## config.mk

```make
export PLATFORM = sky130hd
export DESIGN_NAME = serial_transmitter_flat
export DESIGN_NICKNAME = d
export VERILOG_FILES = /design/src/rtl/serial_transmitter_if.sv /design/src/rtl/serial_transmitter.sv /design/src/flat_wrapper.sv
export SDC_FILE = /design/constraint.sdc
export NUM_CORES = 1
export LEC_CHECK = 0
export ABC_AREA = 1
export BUFFER_PORTS_ARGS = -buffer_cell sky130_fd_sc_hd__buf_2
export CAP_MARGIN = 5
export CELL_PAD_IN_SITES_DETAIL_PLACEMENT = 1
export CELL_PAD_IN_SITES_GLOBAL_PLACEMENT = 2
export CORE_MARGIN = 3
export CORE_UTILIZATION = 37
export CTS_CLUSTER_SIZE = 28
export DETAILED_ROUTE_END_ITERATION = 10
export PLACE_DENSITY = 0.95
export SLEW_MARGIN = 20
export SYNTH_ARGS = -nofsm -noshare
export SYNTH_HDL_FRONTEND = slang
export SYNTH_SLANG_ARGS = --single-unit
```

## constraint.sdc

```tcl
create_clock -name clock -period 4.5 [get_ports clock]
set_clock_uncertainty 0.15 [all_clocks]
set_input_delay 0.45 -clock clock [delete_from_list [all_inputs] [get_ports clock]]
set_output_delay 0.45 -clock clock [all_outputs]
set_load 0.005 [all_outputs]
```

## src/rtl/serial_transmitter_if.sv

```systemverilog
`default_nettype none
// ============================================================================
// Module   : serial_transmitter_if
// Purpose  : Byte handshake and serial line bundle between a byte producer
//            and serial_transmitter.
// Signals  : dav_    - data available, active low (producer -> transmitter)
//            tx_byte - byte to send, sampled at the acceptance edge
//            rfd     - ready for data, active high (transmitter -> producer)
//            txd     - serial line output, registered
// Revision : 1.0 - initial release
// ============================================================================
interface serial_transmitter_if;
  logic       dav_;
  logic [7:0] tx_byte;
  logic       rfd;
  logic       txd;

  // Producer side.
  modport master (
    output dav_,
    output tx_byte,
    input  rfd,
    input  txd
  );

  // Transmitter side.
  modport slave (
    input  dav_,
    input  tx_byte,
    output rfd,
    output txd
  );
endinterface
`default_nettype wire

```

## src/rtl/serial_transmitter.sv

```systemverilog
`default_nettype none
// ============================================================================
// Module   : serial_transmitter
// Purpose  : Asynchronous-serial transmitter. Accepts one byte over the
//            dav_/rfd handshake and sends start bit, 8 data bits LSB first
//            and STOP_BITS stop bits on txd, each bit BIT_TIME clocks long.
// Ports    : clock  - single clock, rising edge
//            reset_ - asynchronous active-low reset
//            bus    - serial_transmitter_if.slave (dav_, tx_byte, rfd, txd)
// Params   : BIT_TIME  - clocks per bit, 2..31
//            STOP_BITS - 1 or 2
//            START_BIT - start bit level; idle/stop level is its complement
// Revision : 1.0 - initial release
// ============================================================================
module serial_transmitter #(
  parameter int   BIT_TIME  = 16,
  parameter int   STOP_BITS = 1,
  parameter logic START_BIT = 1'b0
) (
  input  logic                  clock,
  input  logic                  reset_,
  serial_transmitter_if.slave   bus
);

  localparam logic       c_IDLE_LEVEL = ~START_BIT;
  localparam logic [5:0] c_BIT_WAIT   = 6'(BIT_TIME);
  localparam logic [5:0] c_STOP_WAIT  = 6'(BIT_TIME * STOP_BITS);

  // START and DATA share one state: the start bit is simply the first
  // BIT_TIME interval before the first shift.
  localparam logic [1:0] c_ST_IDLE      = 2'd0;
  localparam logic [1:0] c_ST_DATA      = 2'd1;
  localparam logic [1:0] c_ST_STOP      = 2'd2;
  localparam logic [1:0] c_ST_HANDSHAKE = 2'd3;

  logic [1:0] r_state,  w_state_next;
  logic [7:0] r_buffer, w_buffer_next;
  logic [3:0] r_count,  w_count_next;
  logic [5:0] r_wait,   w_wait_next;
  logic       r_txd,    w_txd_next;
  logic       r_rfd,    w_rfd_next;
  logic       w_wait_done;

  assign w_wait_done = (r_wait == 6'd1);

  // --------------------------------------------------------------------------
  // State and datapath registers
  // --------------------------------------------------------------------------
  always_ff @(posedge clock or negedge reset_) begin
    if (!reset_) begin
      r_state  <= c_ST_IDLE;
      r_buffer <= 8'd0;
      r_count  <= 4'd0;
      r_wait   <= 6'd0;
      r_txd    <= c_IDLE_LEVEL;
      r_rfd    <= 1'b1;
    end else begin
      r_state  <= w_state_next;
      r_buffer <= w_buffer_next;
      r_count  <= w_count_next;
      r_wait   <= w_wait_next;
      r_txd    <= w_txd_next;
      r_rfd    <= w_rfd_next;
    end
  end

  // --------------------------------------------------------------------------
  // Next-state logic
  // --------------------------------------------------------------------------
  always_comb begin
    w_state_next = r_state;
    case (r_state)
      c_ST_IDLE: begin
        if (!bus.dav_) w_state_next = c_ST_DATA;
      end
      c_ST_DATA: begin
        // r_count reaches 0 once the 8th data bit has been launched; the
        // next wait expiry ends that bit.
        if (w_wait_done && (r_count == 4'd0)) w_state_next = c_ST_STOP;
      end
      c_ST_STOP: begin
        // dav_ is already looked at on the last stop edge so rfd can rise
        // exactly at the end of the stop interval.
        if (w_wait_done) begin
          w_state_next = bus.dav_ ? c_ST_IDLE : c_ST_HANDSHAKE;
        end
      end
      c_ST_HANDSHAKE: begin
        if (bus.dav_) w_state_next = c_ST_IDLE;
      end
      default: w_state_next = c_ST_IDLE;
    endcase
  end

  // --------------------------------------------------------------------------
  // Output and datapath next values
  // --------------------------------------------------------------------------
  always_comb begin
    w_buffer_next = r_buffer;
    w_count_next  = r_count;
    w_wait_next   = r_wait;
    w_txd_next    = r_txd;
    w_rfd_next    = r_rfd;
    case (r_state)
      c_ST_IDLE: begin
        w_txd_next = c_IDLE_LEVEL;
        w_rfd_next = 1'b1;
        if (!bus.dav_) begin
          w_buffer_next = bus.tx_byte;
          w_rfd_next    = 1'b0;
          w_txd_next    = START_BIT;
          w_count_next  = 4'd8;
          w_wait_next   = c_BIT_WAIT;
        end
      end
      c_ST_DATA: begin
        if (w_wait_done) begin
          if (r_count == 4'd0) begin
            w_txd_next  = c_IDLE_LEVEL;
            w_wait_next = c_STOP_WAIT;
          end else begin
            w_txd_next    = r_buffer[0];
            w_buffer_next = {1'b0, r_buffer[7:1]};
            w_count_next  = r_count - 4'd1;
            w_wait_next   = c_BIT_WAIT;
          end
        end else begin
          w_wait_next = r_wait - 6'd1;
        end
      end
      c_ST_STOP: begin
        w_txd_next = c_IDLE_LEVEL;
        if (w_wait_done) begin
          if (bus.dav_) w_rfd_next = 1'b1;
        end else begin
          w_wait_next = r_wait - 6'd1;
        end
      end
      c_ST_HANDSHAKE: begin
        w_txd_next = c_IDLE_LEVEL;
        if (bus.dav_) w_rfd_next = 1'b1;
      end
      default: begin
        w_txd_next = c_IDLE_LEVEL;
        w_rfd_next = 1'b1;
      end
    endcase
  end

  assign bus.txd = r_txd;
  assign bus.rfd = r_rfd;

endmodule
`default_nettype wire
```

## src/flat_wrapper.sv

```systemverilog
// flat-port wrapper written by rule: the top's interface ports become plain ports
module serial_transmitter_flat 
#(
  parameter int   BIT_TIME  = 16,
  parameter int   STOP_BITS = 1,
  parameter logic START_BIT = 1'b0
)
  (clock, reset_, bus_dav_, bus_tx_byte, bus_rfd, bus_txd);
  serial_transmitter_if bus_i ();
  input  logic clock;
  input  logic reset_;
  input wire logic [$bits(bus_i.dav_)-1:0] bus_dav_;
  input wire logic [$bits(bus_i.tx_byte)-1:0] bus_tx_byte;
  output wire logic [$bits(bus_i.rfd)-1:0] bus_rfd;
  output wire logic [$bits(bus_i.txd)-1:0] bus_txd;
  assign bus_i.dav_ = bus_dav_;
  assign bus_i.tx_byte = bus_tx_byte;
  assign bus_rfd = bus_i.rfd;
  assign bus_txd = bus_i.txd;
  serial_transmitter #(.BIT_TIME(BIT_TIME), .STOP_BITS(STOP_BITS), .START_BIT(START_BIT)) u_core (.clock(clock), .reset_(reset_), .bus(bus_i));
endmodule
```

==> Yosys cells after proc, flatten, opt, wreduce, memory -nomap -nowiden <==
Index checks and enable logic that the tools add are counted.
{ "word_totals": {"regBits": 22, "input_bits": 11, "output_inout_bits": 2} }
{ "op_classes": {"add_sub_neg": 2, "n_eq_ne": 11, "mux": 25, "n_reduce_logical": 11} }
{ "op_table": {"columns": ["cell", "count"], "rows": [
  ["two-way mux 8 bit", 3],
  ["two-way mux 6 bit", 3],
  ["one-hot mux 6 bit (3 select lines)", 1],
  ["one-hot mux 8 bit (2 select lines)", 1],
  ["two-way mux 4 bit", 3],
  ["two-way mux 2 bit", 5],
  ["!= test 2 bit, second input constant", 4],
  ["one-hot mux 2 bit (4 select lines)", 1],
  ["one-hot mux 4 bit (2 select lines)", 1],
  ["AND reduction 4 bit", 2],
  ["equality test 6 x 1 -> 1 bit, second input constant", 1],
  ["!= test 2 x 1 -> 1 bit, second input constant", 3],
  ["one-hot mux 1 bit (3 select lines)", 2],
  ["nonzero test 3 bit", 2],
  ["subtractor 6 x 1 -> 6 bit, second input constant", 1],
  ["two-way mux 1 bit", 5],
  ["equality test 2 bit, second input constant", 2],
  ["zero test 4 bit", 1],
  ["subtractor 4 x 1 -> 4 bit, second input constant", 1],
  ["AND reduction 3 bit", 1],
  ["equality test 2 x 1 -> 1 bit, second input constant", 1],
  ["zero test 2 bit", 1],
  ["AND reduction 2 bit", 1],
  ["nonzero test 2 bit", 1],
  ["other kinds (2)", 2]
]} }

==> Longest topological paths before layout <==
{ "logic_depth": {"depth_word": 4, "depth_mapped": 10, "ltp_nobuf": 10} }

==> Worst setup path before layout <==
OpenSTA, ideal clock, no wires.
{ "synth_path": {"path_kind": "register -> register", "startpoint": "register u_core.r_state[0]", "endpoint": "register u_core.r_count[3]", "setup_time_ps": 129, "arrival_time_ps": 1443, "required_time_ps": 4221, "slack_ps": 2778, "stages_incl_launch_ff": 10, "path_buffers": 1, "period_less_slack_ps": 1722, "path_cell_list": "dfrtp_1 > inv_1 > ha_1 > nand2_1 > inv_2 > nor2_4 > nand2_4 > nor2_8 > buf_8 > o21ai_0"} }
{ "synth_via": {"elab_chain_len": 3, "word_cells_on_any_way": 8, "classes_between": "eq/ne: 4; mux: 1; reduce/logical: 3"} }
{ "synth_rtl": {"columns": ["element", "line", "rtl"], "rows": [
  ["from (decl)", "serial_transmitter.sv:36", "logic [1:0] r_state, w_state_next;"],
  ["from (signal assigned)", "serial_transmitter.sv:51", "r_state <= c_ST_IDLE;"],
  ["from (signal assigned)", "serial_transmitter.sv:58", "r_state <= w_state_next;"],
  ["equality test 2 x 1 -> 1 bit or zero test 2 bit (tied branches)", "serial_transmitter.sv:104", "case (r_state)"],
  ["!= test 2 bit (no line), or another cell as far along", null, null],
  ["AND reduction 4 bit (no line)", null, null],
  ["to (signal assigned)", "serial_transmitter.sv:60", "r_count <= w_count_next;"],
  ["to (decl)", "serial_transmitter.sv:38", "logic [3:0] r_count, w_count_next;"]
]} }
Parallel ways exist; a longest one is shown, timed or not.
A chain may end at the register's enable or synchronous reset.

==> Worst setup path in the final report <==
{ "layout_path": {"startpoint": "register u_core.r_state[1]", "endpoint": "register u_core.r_count[3]"} }
Same word-level chain as after synthesis.

==> results.yml <==
outcome:
  outcome: "finished with violations"
  violations: "negative hold slack"
clock_tree:
  cts_max_level: 1
  hold_buffers: 0
  cts_root_buf: "clkbuf_8"
  cts_resized: 0
  path_clk_slew_ns: 0.08
  clock_path_buffers: 2
  cts-buffers-inserted: 3
  cts_tree: "built"
  post_cts_buffers: 0
  cts.sinks: 22
  clock_latency_ns: 0.26
yosys:
  synth-warning-count: 0
  avgSynthCellArea_sq_um: 7.600
  netlist_area_sq_mm: 0.001429
  ys_ff_latch: 22
  yosys.cell_types.count: 25
  ys_seq_area_frac: 0.3870
  syn_nets: 208
  syn-instance-count: 188
power_and_ir_drop:
  switching_power_uw: 606.9
  ir_drop_mv: 0.2448
  clock_power_share: 0.108
  intPower_uw: 599.4
  power_density_mw_per_mm2: 770.7
  pwr-share-seq: 0.293
  p_comb_frac: 0.599
  swShare: 0.5031
  power_leakage_uw: 0.0008469
final_layout:
  antenna-diode-count: 0
  multi_input_area_sq_um: 753.2
  layout_commonest_cell: "nand2_1"
  seq_area_sq_um: 553.0
  drive_gt1_frac: 0.1600
  area_delta_synth_final_pct: 9.545
  final_cell_mix: "nand2_1, inv_1, dfrtp_1, nand3_1, o21ai_0"
  layout.cells.non_filler: 246
  fill_cells: 463
  final_nets: 221
routing:
  drc_errors: 0
  viasPerCell: 4.959
  drt-total-wl_mm: 3.513
  wl_per_cell_microns: 14.28
  drt_iter0_drc: 29
  ant_nets: 0
  vias: 1220
  dr.pass1.iters: 4
place:
  io_buffers: 12
  dpl.hpwl_mm: 2.746
  gp_congestion: 0.8331
  dp.cells: 242
  place_ws_ns: 2.211
global_routing:
  grt.overflow.total: 0
  track_usage: 0.1775
  antenna_found_initial: 0
  grt_pass1_wl_mm: 6.244
  grt_start_max_net_pins: 23
  grt_pass1_vias: 1329
sta:
  max_slew_margin: 0.6529
  period_needed_ns: 2.291
  hold_violations: 9
  tightest_slew_ns: 0.5206
  finalSetupViolCount: 0
  rsz0062_at_grt: "no"
  setup_ws_ns: 2.209
  timing.fmax_mhz: 436.5
  fin_crit_sh: 0.5091
  slew_viol_final: 0
  whs_ns: -0.005705
  setup_tns_ns: 0
critical_path:
  path_class: "reg2reg"
  worstPathRequired_ns: 4.53
  rr_startpoint: "u_core.r_state[1]"
  cp_max_fo: 18
  critPathArrivalTime_ns: 2.32
  cp-end-kind: "flop"
  startpoint_type: "flop"
  critPathLaunch: "u_core.r_state[1]"
floorplanning:
  die_width_microns: 68.15
  chipHeight_microns: 68.15
  ios: 13
  rows: 21
  die-area_sq_mm: 0.004644
  core_region_area_sq_mm: 0.003521
  initial_utilization: 0.4058
min_path:
  hold_class: "in2async"
run:
  maxCapViolations: 0
synthesized netlist by cell type:
cell type  instances  area, sq um
nand2_1           55        206.5
inv_1             23        86.33
dfrtp_1           20        500.5
nand3_1           18        90.09
o21ai_0           17        85.08
ha_1               9        112.6
nor2_1             9        33.78
nand2_2            6        37.54
a21oi_1            5        25.02
xor2_1             4        35.03
clkbuf_1           3        11.26
nand4_1            3        18.77
dfstp_2            2        52.55
nor2_4             2        22.52
o31ai_1            2        15.01
buf_8              1        15.01
inv_2              1        3.750
inv_4              1        6.260
nand2_4            1        11.26
nand3_2            1        10.01
nor2_2             1        6.260
nor2_8             1        20.02
o21a_1             1        7.510
o21ai_2            1        8.760
o21bai_1           1        7.510
kinds of logic after synthesis:
kind of cell             after synthesis  share of synthesized area
XOR/XNOR                               4                    0.02452
AND/OR/NAND/NOR                       97                     0.3196
adder cells (fa/ha/maj)                9                    0.07881
buffers and inverters                 29                    0.08581
flip-flops                            22                     0.3870
AO/OA/AOI/OAI                         27                     0.1042
critical path: stages, from the launching register on:
cell,delay [ns]
dfrtp_1,0.44
inv_1,0.12
ha_1,0.49
nor2_1,0.19
nor2_4,0.18
nand2_4,0.10
nor2_8,0.27
o21ai_0,0.14
o21ai_0,0.11
metrics by stage:
stage | utilization | power, uW | hold slack (ns) | instance area, sq um
after floorplan | - | 926.0 | 0.004409 | 1429
after global placement | 0.4318 | 1047 | 0.2990 | 1520
after detailed placement | 0.4318 | 1086 | 0.3100 | 1520
after CTS | 0.4446 | 1227 | 0.01904 | 1565
after global routing | 0.4446 | 1346 | 0.03203 | 1565
final | 0.4446 | 1206 | -0.005705 | 1565
cell type report:
class / count / share of cell area
Timing Repair Buffer: 12 / 0.03837
Inverter: 25 / 0.06155
Tap cell: 46 / 0.03677
Multi-Input combinational cell: 137 / 0.4812
Clock buffer: 4 / 0.02878
Sequential cell: 22 / 0.3533
flip-flops by register name (all words and copies together), names as in the netlist:
signal           count
u_core.r_state       2
u_core.r_count       4
u_core.bus.rfd       1
u_core.r_wait        6
u_core.r_buffer      8
u_core.bus.txd       1
power groups by stage:
stage,clock network [uW],registers [uW],logic (uW)
3_5_place_dp,0,357,728
3_3_place_gp,0,356,692
6_report,131,353,723
5_1_grt,143,364,839
2_1_floorplan,0,343,583
4_1_cts,135,354,737
metal layers:
layer | share of wire | global-route usage
met1 | 0.47 | 0.2242
met2 | 0.50 | 0.3117
met3 | 0.022 | 0.03448
met4 | 0.0074 | 0.03722
met5 | 0 | 0
final timing paths:
kind | cells after the start | endpoint | slack [ns]
worst max register to register | 8 | u_core.r_count[3] | 2.21
worst min-delay path | 1 | u_core.r_count[0] | -0.006
worst min register to register | 2 | u_core.bus.rfd | 0.34
max in group asynchronous | 1 | u_core.bus.rfd | 3.84
worst max-delay path | 8 | u_core.r_count[3] | 2.21
min in group clock | 3 | u_core.r_buffer[7] | 0.34
Power figures use the tool's default switching activity.
